<file path="config.mk">
export PLATFORM = sky130hd
export DESIGN_NAME = pc_branch_unit
export DESIGN_NICKNAME = d
export VERILOG_FILES = /design/src/rtl/pc_branch_unit.sv
export SDC_FILE = /design/constraint.sdc
export NUM_CORES = 1
export LEC_CHECK = 0
export BUFFER_PORTS_ARGS = -buffer_cell sky130_fd_sc_hd__buf_2
export CORE_ASPECT_RATIO = 1.25
export CORE_MARGIN = 4
export CORE_UTILIZATION = 43
export DETAILED_ROUTE_END_ITERATION = 12
export PLACE_DENSITY = 0.75
export SLEW_MARGIN = 20
export SYNTH_ARGS = -nofsm -noshare
export SYNTH_HDL_FRONTEND = slang
export SYNTH_SLANG_ARGS = --single-unit
export TNS_END_PERCENT = 50
</file>
<file path="constraint.sdc">
create_clock -name clk -period 2.15 [get_ports clk]
set_input_delay 0.215 -clock clk [delete_from_list [all_inputs] [get_ports clk]]
set_output_delay 0.215 -clock clk [all_outputs]
set_load 0.05 [all_outputs]
</file>
<file path="src/rtl/pc_branch_unit.sv">
// Program counter and branch resolution for the mov/branch decode stage.
// Optional build macro BRANCH_COUNT_EN adds a saturating taken-branch counter output.
module pc_branch_unit #(
    parameter int WIDTH    = 8,
    parameter int RESET_PC = 0
) (
    input  logic             clk,
    input  logic             rst,
    input  logic             instrValid,
    input  logic             bcf,
    input  logic             bbf,
    input  logic             buc,
    input  logic             toggleOut,
    input  logic [WIDTH-1:0] r3,
    input  logic             carryFlag,
    input  logic             borrowFlag,
    output logic [WIDTH-1:0] pc,
    output logic             pcRedirect,
    output logic             outSel,
    output logic [WIDTH-1:0] pinsOut,
`ifdef BRANCH_COUNT_EN
    output logic [WIDTH-1:0] branchCount,
`endif
    output logic             halted
);

    typedef enum logic {RUN, HALT} stateT;

    stateT state;

    logic             bucWin;
    logic             bcfWin;
    logic             bbfWin;
    logic             toggleWin;
    logic             taken;
    logic             offsetZero;
    logic [WIDTH-1:0] pcInc;
    logic [WIDTH-1:0] pcBranch;

    // Strobes should be one-hot; a fixed priority makes sure exactly one of them acts.
    always_comb begin
        bucWin     = buc;
        bcfWin     = !buc && bcf;
        bbfWin     = !buc && !bcf && bbf;
        toggleWin  = !buc && !bcf && !bbf && toggleOut;
        taken      = bucWin || (bcfWin && carryFlag) || (bbfWin && borrowFlag);
        offsetZero = (r3 == '0);
        pcInc      = pc + WIDTH'(1);
        pcBranch   = pc + r3;
    end

    assign pinsOut = outSel ? r3 : pc;

    always_ff @(posedge clk) begin
        if (rst) begin
            state      <= RUN;
            pc         <= WIDTH'(RESET_PC);
            pcRedirect <= 1'b0;
            outSel     <= 1'b0;
            halted     <= 1'b0;
        end else begin
            case (state)
                RUN: begin
                    pcRedirect <= 1'b0;
                    if (instrValid) begin
                        if (taken) begin
                            pcRedirect <= 1'b1;
                            pc         <= pcBranch;
                            // A zero-offset unconditional branch is the program's halt idiom.
                            if (bucWin && offsetZero) begin
                                state  <= HALT;
                                halted <= 1'b1;
                            end
                        end else begin
                            pc <= pcInc;
                            if (toggleWin) begin
                                outSel <= !outSel;
                            end
                        end
                    end
                end
                HALT: begin
                    pcRedirect <= 1'b0;
                    halted     <= 1'b1;
                end
                default: begin
                    state <= RUN;
                end
            endcase
        end
    end

`ifdef BRANCH_COUNT_EN
    // Counts every taken branch, halting ones included, and sticks at all-ones.
    always_ff @(posedge clk) begin
        if (rst) begin
            branchCount <= '0;
        end else if (state == RUN && instrValid && taken && branchCount != '1) begin
            branchCount <= branchCount + WIDTH'(1);
        end
    end
`endif

endmodule

</file>
==> metrics.txt <==
initial antenna violation count=0; area delta synth->final=35.3%; post-DR vias/cell=roughly 5.4; final-layout fill cell count=~180; RSZ-0062 raised after global routing=false; vias in the first global route=946; post-synthesis compound-gate area fraction=0.188; Worst Path Required=around 2.3 ns; sequential area share after synthesis=0.266; Simple-Gate Fraction of Synth Area=0.244; synthesized instance count=108; post-CTS setup buffers=0; largest family of logic cells by synthesized area=simple AND/OR/NAND/NOR gates; hpwl dp=between 1500 and 2000 µm; Crit path arrival time=about 2.1 ns; Lkg Pwr=around 0.64 nW; worst-case vdd ir drop=498 µV; Die W=roughly 50 µm; syn_nets=about 130; DRT antenna net count=0; top post-synthesis cells by area=dfxtp_1 27%, ha_1 9.7%, mux2_2 8.7%; max cap viols=0; xor/xnor cell area share of the yosys netlist=0.0291; I/O pins=36; setup_tns=0 ns; TritonCTS clock tree=built; clk buf depth=2; input/output buffers=35; hold crit path type=in2reg; Slew Limit Fails=0; Die Y=between 50 and 60 µm; row count=18; setup violators final=0; Final Wtd Congestion=approximately 0.85; global-route usage over all layers=0.179; #FFs+latches synth=12; min cycle time layout=~1.9 ns; post-synthesis mux area share=0.111; global-route wire length before repair=4120 µm; wire length per cell=about 13 µm; headroom to the max-slew limit=0.655; CP Launch Type=input port; f_max=around 510 MHz; Post-synth EDFFs=0; Hold Buf Count CTS=0; Fin Clk Skew=0.00426 ns; Final Cell Area=about 1200 µm²; CTS buffer count=3; Fin. Hold Viols=0; Cell Area, Placed=1180 µm²; dpl ws=-0.286 ns; latest clock arrival within the worst-skew pair=around 0.28 ns; R2R Setup Slk=~0.32 ns; final wirelength=about 2300 µm; Setup crit end kind=register; main flop type after synthesis=dfxtp_1; post-synth cell types=37; Post-Place Cells=170; initial drt markers=16; Async SR Flop Fraction=0; Yosys top cell by area=dfxtp_1; 1st-pass router iterations=4; R2R depth=8; CP Max Fanout=9; Worst Slack Setup Final=approximately 0.2 ns; status=complete, no violations; Worst Hold Depth=2; die area=a little under 3000 µm²; Slew @ Worst Pin=0.518 ns; final period utilization=0.907; area fraction of the dominant cell type after synthesis=0.266; global route total overflow=0; Vias=940; share of cells above drive strength 1=0.409; Syn. warnings=0; storage element area=approximately 240 µm²; area of the multi-input gates=~640 µm²; CTS sink count=12; drc violations=0; CTS root buf=clkbuf_4; CTS clock-pin slew for the worst setup and hold paths=approximately 0.08 ns; Power Density=~650 nW/µm²; n_diodes=0; htree depth=1; Non-Filler Instances=roughly 170; core area=just under 2000 µm²; Post-Synth Adder-Cell Area=0.119; critical path type=in2reg; final net count=180; largest net degree at the start of global routing=14; Mapped Area=between 900 and 1000 µm²; syn_area_per_cell=between 8 and 9 µm²; Initial Util=0.456; PostCTS Resize Cnt=0
[synth_stat cells (2+ instances only)]
cell / instances
a21oi_1: 5
nor4b_1: 3
nor2_1: 7
a21o_1: 3
nor2b_1: 3
clkbuf_1: 2
a21oi_2: 2
nor3_1: 2
a31oi_1: 3
dfxtp_1: 12
xor2_1: 2
ha_1: 7
inv_1: 6
and3_1: 2
o21ai_1: 3
nand2b_1: 2
mux2_2: 7
nand3_1: 2
and2_1: 6
nand2_1: 11
o31ai_1: 2
[worst paths after layout]
| path | from | to |
|---|---|---|
| max reg2reg | pc[0] | pc[4] |
| min reg2reg | halted | halted |
| min | rst | outSel |
| max | bcf | pc[7] |
[cell type report]
class,instances,area share
clock buffers,4,0.0297
inverters,6,0.0184
multi-input cells,86,0.524
flip-flops and latches,12,0.197
well taps,20,0.0205
repair buffers,46,0.211
[critical path, stage by stage]
cell and delay, ns:
buf_2 0.12, o21ai_2 0.30, and2_1 0.22, ha_4 0.21
a21o_1 0.19, a31o_1 0.22, a21oi_2 0.11, mux2i_1 0.21
mux2_1 0.33
[registers in the layout (all words and copies together) (netlist names)]
signal	flops
halted	1
outSel	1
pc	8
pcRedirect	1
state	1
[through the flow]
stage                     utilization  power, W  hold WS, ns
after detailed placement        0.597  0.000615        0.436
after floorplan                     -  0.000511        0.441
after global routing            0.617  0.000854        0.271
final                           0.617  0.000798        0.266
after CTS                       0.615  0.000800        0.270
after global placement          0.597  0.000611        0.435
[layout by cell type, fill, tap and decap left out, types with 3 or more instances in the layout]
| cell | netlist | final |
|---|---|---|
| a21o_1 | 3 | 3 |
| a21oi_1 | 5 | 5 |
| a31oi_1 | 3 | 3 |
| and2_1 | 6 | 6 |
| buf_2 | 1 | 35 |
| buf_4 | 0 | 11 |
| clkbuf_4 | 0 | 3 |
| dfxtp_1 | 12 | 12 |
| ha_1 | 7 | 6 |
| inv_1 | 6 | 6 |
| mux2_2 | 7 | 7 |
| nand2_1 | 11 | 11 |
| nor2_1 | 7 | 7 |
| nor2b_1 | 3 | 3 |
| nor4b_1 | 3 | 3 |
[power breakdown]
group	switching, W	internal [W]	leakage [nW]
registers	0.0000183	0.000240	0.0983
logic	0.000226	0.000126	0.521
clock network	0.0000841	0.000103	0.0210
[kinds of logic (layout without fill, tap and decap cells)]
logic type / after synthesis / after routing
AOI/OAI and AO/OA: 25 / 25
xor gates and xnor gates: 3 / 3
adders and majority gates: 8 / 8
buffers and inverters: 10 / 56
DFF: 12 / 12
muxes: 9 / 9
and+or+nand+nor: 41 / 41
[metal layers]
layer  vias to the layer above  share of wire  global-route usage
met2                        24           0.53               0.319
li1                        482              -                   -
met5                         -              0                   0
met1                       429           0.41               0.210
met4                         0          0.015              0.0808
met3                         5          0.045              0.0302
No activity file was read; power rests on OpenSTA's default activity.
